[config.mk]
export PLATFORM = sky130hd
export DESIGN_NAME = coco_ioctl_upload
export DESIGN_NICKNAME = d
export VERILOG_FILES = /design/src/rtl/coco_ioctl_upload.sv
export SDC_FILE = /design/constraint.sdc
export NUM_CORES = 1
export LEC_CHECK = 0
export CORE_MARGIN = 2
export CORE_UTILIZATION = 53
export CTS_CLUSTER_SIZE = 20
export DETAILED_ROUTE_END_ITERATION = 16
export PLACE_DENSITY_LB_ADDON = 0.12
export SKIP_LAST_GASP = 1
export SYNTH_ARGS = -nofsm -noshare
export SYNTH_HDL_FRONTEND = slang
export SYNTH_SLANG_ARGS = --single-unit
[constraint.sdc]
create_clock -name clk_sys -period 3.8 [get_ports clk_sys]
set_input_delay 0.76 -clock clk_sys [delete_from_list [all_inputs] [get_ports clk_sys]]
set_output_delay 0.76 -clock clk_sys [all_outputs]
set_load 0.05 [all_outputs]
[src/rtl/coco_ioctl_upload.sv]
// Core-side responder for hps_io ioctl uploads: fetches bytes through a
// request/acknowledge memory port and tracks byte count and checksum.
module coco_ioctl_upload #(
   parameter int unsigned        ADDR_W     = 16,
   parameter logic [ADDR_W-1:0]  BASE_ADDR  = 16'h0000,
   parameter logic [ADDR_W-1:0]  UPLOAD_LEN = 16'h8000,
   parameter int unsigned        TIMEOUT    = 255
) (
   input  logic              clk_sys,
   input  logic              reset,
   input  logic              ioctl_upload,
   input  logic              ioctl_rd,
   input  logic [ADDR_W-1:0] ioctl_addr,
   output logic [7:0]        ioctl_din,
   output logic              ioctl_wait,
   output logic              mem_req,
   output logic [ADDR_W-1:0] mem_addr,
   input  logic              mem_ack,
   input  logic [7:0]        mem_dout,
   output logic [ADDR_W-1:0] byte_count,
   output logic [7:0]        checksum,
   output logic              timeout_err,
   output logic              done
);

   localparam logic [1:0] IDLE    = 2'd0;
   localparam logic [1:0] REQ     = 2'd1;
   localparam logic [1:0] DELIVER = 2'd2;

   // Last counter value before the fetch is abandoned on the following edge.
   localparam logic [7:0] TMO_LAST = 8'(TIMEOUT - 1);

   logic [1:0] state;
   logic [7:0] tcnt;
   logic       upload_q;

   always_ff @(posedge clk_sys or posedge reset) begin
      if (reset) begin
         state       <= IDLE;
         tcnt        <= '0;
         upload_q    <= 1'b0;
         ioctl_din   <= '0;
         ioctl_wait  <= 1'b0;
         mem_req     <= 1'b0;
         mem_addr    <= '0;
         byte_count  <= '0;
         checksum    <= '0;
         timeout_err <= 1'b0;
         done        <= 1'b0;
      end else begin
         upload_q <= ioctl_upload;
         done     <= upload_q & ~ioctl_upload;

         case (state)
            IDLE: begin
               if (ioctl_rd && ioctl_upload) begin
                  if (ioctl_addr < UPLOAD_LEN) begin
                     mem_addr   <= BASE_ADDR + ioctl_addr;
                     mem_req    <= 1'b1;
                     ioctl_wait <= 1'b1;
                     tcnt       <= '0;
                     state      <= REQ;
                  end else begin
                     ioctl_din <= 8'hFF;
                  end
               end
            end
            REQ: begin
               // An ack on the final timeout cycle still wins.
               if (mem_ack) begin
                  ioctl_din <= mem_dout;
                  mem_req   <= 1'b0;
                  state     <= DELIVER;
               end else if (tcnt == TMO_LAST) begin
                  ioctl_din   <= 8'hFF;
                  mem_req     <= 1'b0;
                  timeout_err <= 1'b1;
                  state       <= DELIVER;
               end else begin
                  tcnt <= tcnt + 8'd1;
               end
            end
            DELIVER: begin
               ioctl_wait <= 1'b0;
               state      <= IDLE;
               if (ioctl_upload) begin
                  if (byte_count != '1)
                     byte_count <= byte_count + 1'b1;
                  checksum <= checksum + ioctl_din;
               end
            end
            default: state <= IDLE;
         endcase

         // Session start takes priority over any update in the same cycle.
         if (ioctl_upload && !upload_q) begin
            byte_count  <= '0;
            checksum    <= '0;
            timeout_err <= 1'b0;
         end
      end
   end

endmodule

# ---- Word-level counts from Yosys, hierarchy flattened
# Index checks and enable logic that the tools add are counted.
dict set report totals {
  input_bits 29
  output_inout_bits 52
  ff_bits 63
  word_cells 80
}
dict set report classes {
  muxes 32
  add_sub_neg 3
  n_eq_ne 11
  bitwise_logic 2
  n_reduce_logical 20
  n_lt_le_gt_ge 1
}
# op n
set ops {}
lappend ops {{$mux W8} 11}
lappend ops {{$mux W16} 4}
lappend ops {{$pmux W8 S2} 2}
lappend ops {{$add A16 B1 Y16 const B} 1}
lappend ops {{$lt A16 B16 Y1 const B} 1}
lappend ops {{$ne A16 B16 Y1 const B} 1}
lappend ops {{$reduce_and A3 Y1} 5}
lappend ops {{$reduce_bool A2 Y1} 7}
lappend ops {{$ne A2 B2 Y1 const B} 5}
lappend ops {{$add A8 B1 Y8 const B} 1}
lappend ops {{$add A8 B8 Y8} 1}
lappend ops {{$eq A8 B8 Y1 const B} 1}
lappend ops {{$mux W1} 8}
lappend ops {{$mux W2} 4}
lappend ops {{$reduce_and A4 Y1} 2}
lappend ops {{$reduce_and A5 Y1} 1}
lappend ops {{$pmux W1 S2} 2}
lappend ops {{$pmux W2 S2} 1}
lappend ops {{$ne A3 B3 Y1 const B} 1}
lappend ops {{$eq A2 B1 Y1 const B} 1}
lappend ops {{$eq A2 B2 Y1 const B} 1}
lappend ops {{$logic_and A1 B1 Y1} 2}
lappend ops {{$logic_not A2 Y1} 1}
lappend ops {{$ne A2 B1 Y1 const B} 1}
lappend ops {{other kinds (4)} 4}

# ---- Depth between registers and ports, before layout
# Gate-level depths: netlist of run 1.
dict set report logic_depth {
  word_depth 5
  mapped_depth 8
  depth_no_buf 8
}

# ---- Worst setup path after synthesis of run 1
# No wires, ideal clock.
dict set report synth_timing {
  path_type {reg2reg}
  startpoint {register byte_count[0]}
  endpoint {register byte_count[5]}
  path_slack_ns 1.641
  path_buffers 0
  required_time_ns 3.648
  setup_ns 0.152
  synth_period_minus_slack_ns 2.159
  arrival_ns 2.007
  stages_incl_launch_ff 7
  cell_sequence {dfrtp_1 ha_1 nand4_1 or3_4 or2_1 nand4_1 o311ai_1}
}
dict set report synth_via {
  elab_chain_cells 5
  word_cells_on_any_way 8
  cone_classes {1 x add/sub; 1 x eq/ne; 4 x mux; 2 x reduce/logical}
}
# element line
set synth_lines {}
lappend synth_lines {{start: declaration} 20} ;# output logic [ADDR_W-1:0] byte_count,
lappend synth_lines {{start signal: assignment} 88} ;# byte_count <= byte_count + 1'b1;
lappend synth_lines {{$add A16 B1 Y16} 88}
lappend synth_lines {{$mux W16} 87} ;# if (byte_count != '1)
lappend synth_lines {{$mux W16} 86} ;# if (ioctl_upload) begin
lappend synth_lines {{$mux W16} 54} ;# case (state)
lappend synth_lines {{$mux W16} 96} ;# if (ioctl_upload && !upload_q) begin
# Several ways; a longest one is shown, not always the timed one. The select of a mux whose other input is x is not followed.
# A chain may end at the register's enable or synchronous reset.

# ---- Worst setup path after layout of run 1
dict set report layout_timing {
  startpoint {register ioctl_din[7]}
  endpoint {output ioctl_din[7]}
}
# element line
set layout_lines {}
lappend layout_lines {{start: declaration} 14} ;# output logic [7:0] ioctl_din,
lappend layout_lines {{start signal: assignment} 71} ;# ioctl_din <= mem_dout;
# No word-level cell between the ends.

==> results of run 1 <==
[registers in the layout (all words and copies together) (netlist names)]
| register | cells |
|---|---|
| mem_req | 1 |
| state | 2 |
| done | 1 |
| upload_q | 1 |
| ioctl_wait | 1 |
| checksum | 8 |
| mem_addr | 16 |
| timeout_err | 1 |
| tcnt | 8 |
| byte_count | 16 |
| ioctl_din | 8 |
[logic make-up after synthesis]
logic type	after synthesis	share of synthesized area, %
simple gates	153	23.8
compound gates	84	17.7
flops	63	50.0
buf+inv	17	2.66
fa+ha+maj	11	4.60
xor+xnor	3	0.833
mux	1	0.317
[layout make-up]
class                           count  area share (%)
Sequential cell                    63            37.1
Multi-Input combinational cell    252            35.1
Timing Repair Buffer               84            19.8
Clock buffer                       13            3.74
Tap cell                           75            2.21
Clock inverter                      3            1.53
Inverter                            6           0.530
[where the power goes]
part	internal (mW)	switching [mW]
logic	0.247	0.439
clock network	0.405	0.263
registers	0.753	0.0732
[through the flow]
stage          std cells  setup WS, ns  util (%)  area, um^2
2_1_floorplan        332          1.47         -        3150
3_3_place_gp         480          1.21      68.9        4030
3_5_place_dp         480          1.17      68.9        4030
4_1_cts              496          1.35      72.7        4250
5_1_grt              496          1.30      72.7        4250
6_report             496          1.34      72.7        4250
[worst register-to-register path, cell delays in order (launching register included)]
cell	delay, ns
dfrtp_1	0.42
inv_1	0.08
ha_1	0.14
nand3_1	0.09
o21ai_1	0.67
and2_1	0.32
inv_2	0.06
a32o_1	0.21
[cell usage in the layout, fill, tap and decap left out, drive strengths merged, types with 4 or more instances in the layout]
master,count
nor2b,5
nor3,5
a21oi,12
ha,10
nand4,10
inv,6
o311ai,5
and3,4
o21ai,32
a31oi,4
nand2b,5
or3,5
nand2,72
nor2,19
o22a,9
buf,4
nand3,13
clkbuf,13
clkdlybuf4s50,80
dfrtp,63
[how the worst max path moves through the flow]
stage | cells after the start | to | startpoint
floorplan | 1 | byte_count[0] | reset
global placement | 5 | byte_count[7] | ioctl_upload
detailed placement | 5 | byte_count[7] | ioctl_upload
CTS | 1 | ioctl_din[7] | ioctl_din[7]
global route | 1 | byte_count[8] | byte_count[8]
finish | 1 | ioctl_din[7] | ioctl_din[7]
[synthesized netlist by cell type, drive strengths merged, types with 6 or more instances]
master	count
o22a	9
dfrtp	63
ha	10
clkbuf	7
inv	6
nand3	13
a21oi	12
nor2	19
nand2	72
nand4	10
o21ai	32
[layer usage]
| metal | GRT usage [%] | up-vias | wire length, um | part of all wire [%] |
|---|---|---|---|---|
| met5 | 0 | - | 0 | 0 |
| met4 | 11.2 | 0 | 83 | 1.1 |
| met3 | 7.11 | 11 | 632 | 8.1 |
| met2 | 41.0 | 126 | 3650 | 47 |
| met1 | 33.1 | 1351 | 3410 | 44 |
| li1 | - | 1366 | - | - |
==> flow_metrics.env, run 1 <==
export IMPL_cts_root_buf="clkbuf_8"
export IMPL_worst_clock_skew_ns=0.00882
export IMPL_synthCells=332
export IMPL_async_flop_share_pct=100
export IMPL_max_cap_violations=0
export IMPL_outcome="complete, no violations"
export IMPL_relative_slew_slack_pct=44.4
export IMPL_std_cell_rows=28
export IMPL_worstSetupStartpointType="flop"
export IMPL_num_antenna_cells=0
export IMPL_grt_max_degree=33
export IMPL_antenna_found_initial=0
export IMPL_synth_seq_cells=63
export IMPL_synthToLayoutAreaGrowth_pct=34.9
export IMPL_final_setup_viol_count=0
export IMPL_syn_num_nets=372
export IMPL_power_per_cell_area_nw_per_um2=512
export IMPL_io_buffer_count=80
export IMPL_grt_overflow=0
export IMPL_grt_pass1_vias=2825
export IMPL_p_total_mw=2.18
export IMPL_critical_path_reg2reg_endpoint="tcnt[5]"
export IMPL_drt_iter0_drc=269
export IMPL_route_detailed_drc=0
export IMPL_layout_worst_path_cycle_share_pct=64.8
export IMPL_synthesized_area_divided_by_synthesized_cell_count_um2=9.50
export IMPL_hold_path_class="reg2reg"
export IMPL_report_final_hold_viol_count=0
export IMPL_insertion_delay_ns=0.35
export IMPL_postRouteAntennaNets=0
export IMPL_postRouteWirelength_um=7780
export IMPL_number_of_enable_type_register_cells_in_the_synthesized_netlist=0
export IMPL_start_util_pct=53.9
export IMPL_worstSetupEndpointType="output pin"
export IMPL_yosys_area_top_type="dfrtp_1"
export IMPL_io_pin_count=81
export IMPL_worst_setup_hold_path_clk_slew_ns=0.07
export IMPL_synth_flop_cell="dfrtp_1"
export IMPL_post_route_cells_drive_above_1_share_pct=6.41
export IMPL_timing_critical_path_buf_inv=1
export IMPL_ff_latch_area_um2=1580
export IMPL_floorplan_die_width_um=81.1
export IMPL_core_area_um2=5850
export IMPL_worst_ir_drop_vdd_mv=0.332
export IMPL_clockBufferDepth=2
export IMPL_fill_cells=435
export IMPL_worst_path_largest_cell_delay_ns=0.86
export IMPL_yosys_area_top_type_share_pct=50.0
export IMPL_hold_worst_slack_ns=0.472
export IMPL_dr_total_vias=2854
export IMPL_finish_net_count=456
export IMPL_reg2reg_from="tcnt[0]"
export IMPL_critPathArrivalTime_ns=1.70
export IMPL_globalRouteTotalUtil_pct=25.8
export IMPL_first_pass_grt_wire_length_um=13000
export IMPL_dpl_hpwl_um=5390
export IMPL_detailedRoute_firstPassIterationCount=6
export IMPL_clock_sink_count=63
export IMPL_report_final_slew_viol_count=0
export IMPL_drt_wirelength_per_cell_um=15.7
export IMPL_ff2ff_setup_slack_ns=1.71
export IMPL_hold_depth=2
export IMPL_worstPathMaxFanout=9
export IMPL_worst_hold_path_endpoint="mem_addr[3]"
export IMPL_fin_setup_tns_ns=0
export IMPL_tritoncts="built"
export IMPL_gp_routability_congestion=0.848
export IMPL_cts_post_setup_buffers_inserted=0
export IMPL_syn_area_um2=3150
export IMPL_rsz0062_at_grt="no"
export IMPL_cts_resized=0
export IMPL_via_per_inst=5.75
export IMPL_synth_cell_types=56
export IMPL_die_h_um=81.1
export IMPL_post_route_min_period_ns=2.46
export IMPL_cts_hold_fix_buffers=0
export IMPL_hold_start="mem_addr[3]"
export IMPL_worst_slew_pin_slew_ns=0.829
export IMPL_multi_input_comb_area_um2=1490
export IMPL_cp_required_ns=3.04
export IMPL_crit_path_leading_delay_family="buffers and inverters"
export IMPL_ys_seq_area_share_pct=50.0
export IMPL_max_clock_freq_mhz=406
export IMPL_leakagePower_nw=1.84
export IMPL_cts_buffers_inserted=9
export IMPL_path_cells="clkdlybuf4s50_1"
export IMPL_reg2reg_depth=7
export IMPL_h_tree_depth=3
export IMPL_ys_warnings_count=0
export IMPL_critPathSlowestCell="clkdlybuf4s50_1"
export IMPL_floorplan_die_area_um2=6580
export IMPL_post_synth_main_area_contributors="dfrtp_1, nand2_1, o21ai_0, ha_1, o22a_1"
export IMPL_timing_worst_setup_path_type="reg2out"
Power figures use the tool's default switching activity.
==> inputs of run 2 (changes only) <==
- CORE_UTILIZATION: 53 -> 44
- clock period: 3.8 -> 2.01 ns (I/O delays scaled with it)
==> run 2 against run 1 <==
Against the previous run:
- register-to-register slack worse by 1.6 ns
- via count is the same
- routed wire length fell by 1.6%
- clock-buffer cell count is 2 lower
- highest routed layer unchanged
- critical path depth unchanged
- first-iteration DRC count shrank 57%
- utilization shrank 7.4 points
- flip-flop and latch count is the same
- sequential share of layout area is 1.8 points lower
- critical endpoint is now byte_count[14]
==> flow_metrics.env, run 2 (same netlist as run 1, synthesis figures left out) <==
export IMPL_outcome="complete, no violations"
export IMPL_via_per_inst=5.29
export IMPL_worst_clock_skew_ns=0.00532
export IMPL_commonest_cells_after_routing_fill_and_taps_aside="nand2_1, clkdlybuf4s50_1, dfrtp_1"
export IMPL_clockBufferDepth=2
export IMPL_io_buffer_count=80
export IMPL_tritoncts="built"
export IMPL_worst_setup_hold_path_clk_slew_ns=0.07
export IMPL_fin_setup_tns_ns=0
export IMPL_worstPathMaxFanout=4
export IMPL_drt_wirelength_per_cell_um=14.2
export IMPL_io_pin_count=81
export IMPL_layout_worst_path_cycle_share_pct=97.4
export IMPL_report_final_hold_viol_count=0
export IMPL_rsz0062_at_grt="no"
export IMPL_drt_iter0_drc=115
export IMPL_reg_top3="byte_count: 16 flops, mem_addr: 16 flops"
export IMPL_timing_worst_setup_path_type="reg2out"
export IMPL_cts_root_buf="clkbuf_8"
export IMPL_worst_setup_path_startpoint="byte_count[14]"
export IMPL_dpl_hpwl_um=5520
export IMPL_report_final_slew_viol_count=0
export IMPL_final_setup_viol_count=0
export IMPL_num_antenna_cells=0
export IMPL_path_cells="clkdlybuf4s50_1"
export IMPL_floorplan_die_width_um=88.7
export IMPL_worst_slew_pin_slew_ns=0.625
export IMPL_cp_required_ns=1.61
export IMPL_worst_path_largest_cell_delay_ns=0.83
export IMPL_power_per_cell_area_nw_per_um2=924
export IMPL_route_detailed_drc=0
export IMPL_reg2reg_from="ioctl_din[0]"
export IMPL_synthToLayoutAreaGrowth_pct=42.1
export IMPL_utilization_pct=65.2
export IMPL_core_area_um2=6870
export IMPL_worst_ir_drop_vdd_mv=0.566
export IMPL_worstSetupEndpointType="output pin"
export IMPL_antenna_found_initial=0
export IMPL_finish_net_count=478
export IMPL_globalRouteTotalUtil_pct=20.6
export IMPL_post_place_ws_ns=-0.104
export IMPL_relative_slew_slack_pct=58.0
export IMPL_start_util_pct=45.9
export IMPL_leakagePower_nw=2.03
export IMPL_mostFrequentLayoutCell="nand2_1"
export IMPL_std_cell_rows=30
export IMPL_max_cap_violations=0
export IMPL_postRouteWirelength_um=7660
export IMPL_gp_routability_congestion=0.843
export IMPL_grt_max_degree=40
export IMPL_detailedRoute_firstPassIterationCount=4
export IMPL_h_tree_depth=3
export IMPL_floorplan_die_area_um2=7860
export IMPL_critPathSlowestCell="clkdlybuf4s50_1"
export IMPL_cts_buffers_inserted=9
export IMPL_insertion_delay_ns=0.33
export IMPL_critPathArrivalTime_ns=1.56
export IMPL_p_total_mw=4.14
export IMPL_worstSetupStartpointType="flop"
export IMPL_first_pass_grt_wire_length_um=12700
export IMPL_die_h_um=88.7
export IMPL_clock_sink_count=63
export IMPL_max_clock_freq_mhz=511
export IMPL_post_route_cells_drive_above_1_share_pct=16.0
export IMPL_post_route_min_period_ns=1.96
export IMPL_hold_path_class="in2async"
export IMPL_postRouteAntennaNets=0
export IMPL_crit_path_leading_delay_family="buffers and inverters"
export IMPL_grt_pass1_vias=2726
export IMPL_timing_critical_path_buf_inv=1
export IMPL_cts_hold_fix_buffers=0
export IMPL_dr_total_vias=2854
export IMPL_grt_overflow=0
export IMPL_fin_ws_ns=0.0525
[run 2: cell types whose count changed in the layout (fill, tap and decap cells not counted), moves of 2 or more]
cell	delta
buf_4	+31
clkdlybuf4s50_1	-18
dfrtp_1	-4
dfrtp_2	+4
dlymetal6s2s_1	+4
dlygate4sd2_1	+3
buf_12	+2
clkbuf_1	-2
clkinvlp_4	+2
[run 2: what timing repair did]
| action | in CTS | in global routing |
|---|---|---|
| endpoints found under the setup margin | 3 | 22 |
| endpoints found under the hold margin | 0 | 0 |
| cloned | 0 | 0 |
| setup buffers | 0 | 1 |
| pin swaps | 0 | 1 |
| gates resized for setup | 3 | 10 |
[run 2: through the flow]
step	std cells	hold WS, ns	cell area, um^2
detailed placement	522	0.462	4200
finish	539	0.290	4480
floorplan	332	0.433	3160
global placement	522	0.457	4200
global route	539	0.295	4480
CTS	538	0.280	4430
[run 2: area by class of cell]
class                   instances  area [um^2]
clock buffers                  11          151
clock inverters                 5         80.1
fillers                       594         2390
inverters                       6         22.5
multi-input cells             252         1510
flip-flops and latches         63         1580
well taps                      96          120
repair buffers                106         1010
[run 2: where the power goes]
part	total (mW)	switching, mW	internal (mW)
logic	1.31	0.824	0.488
clock network	1.27	0.506	0.764
registers	1.56	0.133	1.42
[run 2: worst paths after layout]
kind | endpoint | slack (ns) | cells after the start
worst max-delay path | byte_count[14] | 0.05 | 1
worst min-delay path | mem_addr[10] | 0.29 | 2
worst max register to register | checksum[6] | 0.10 | 7
worst min register to register | mem_addr[6] | 0.48 | 2
max in group asynchronous | byte_count[0] | 1.25 | 3
min in group clk_sys | mem_addr[6] | 0.48 | 2
[run 2: per-layer routing]
layer / vias up / global-route usage, % / wire length, um
li1: 1410 / - / -
met1: 1339 / 28.5 / 3590
met2: 97 / 31.7 / 3490
met3: 8 / 5.13 / 496
met4: 0 / 7.02 / 89
met5: - / 0 / 0
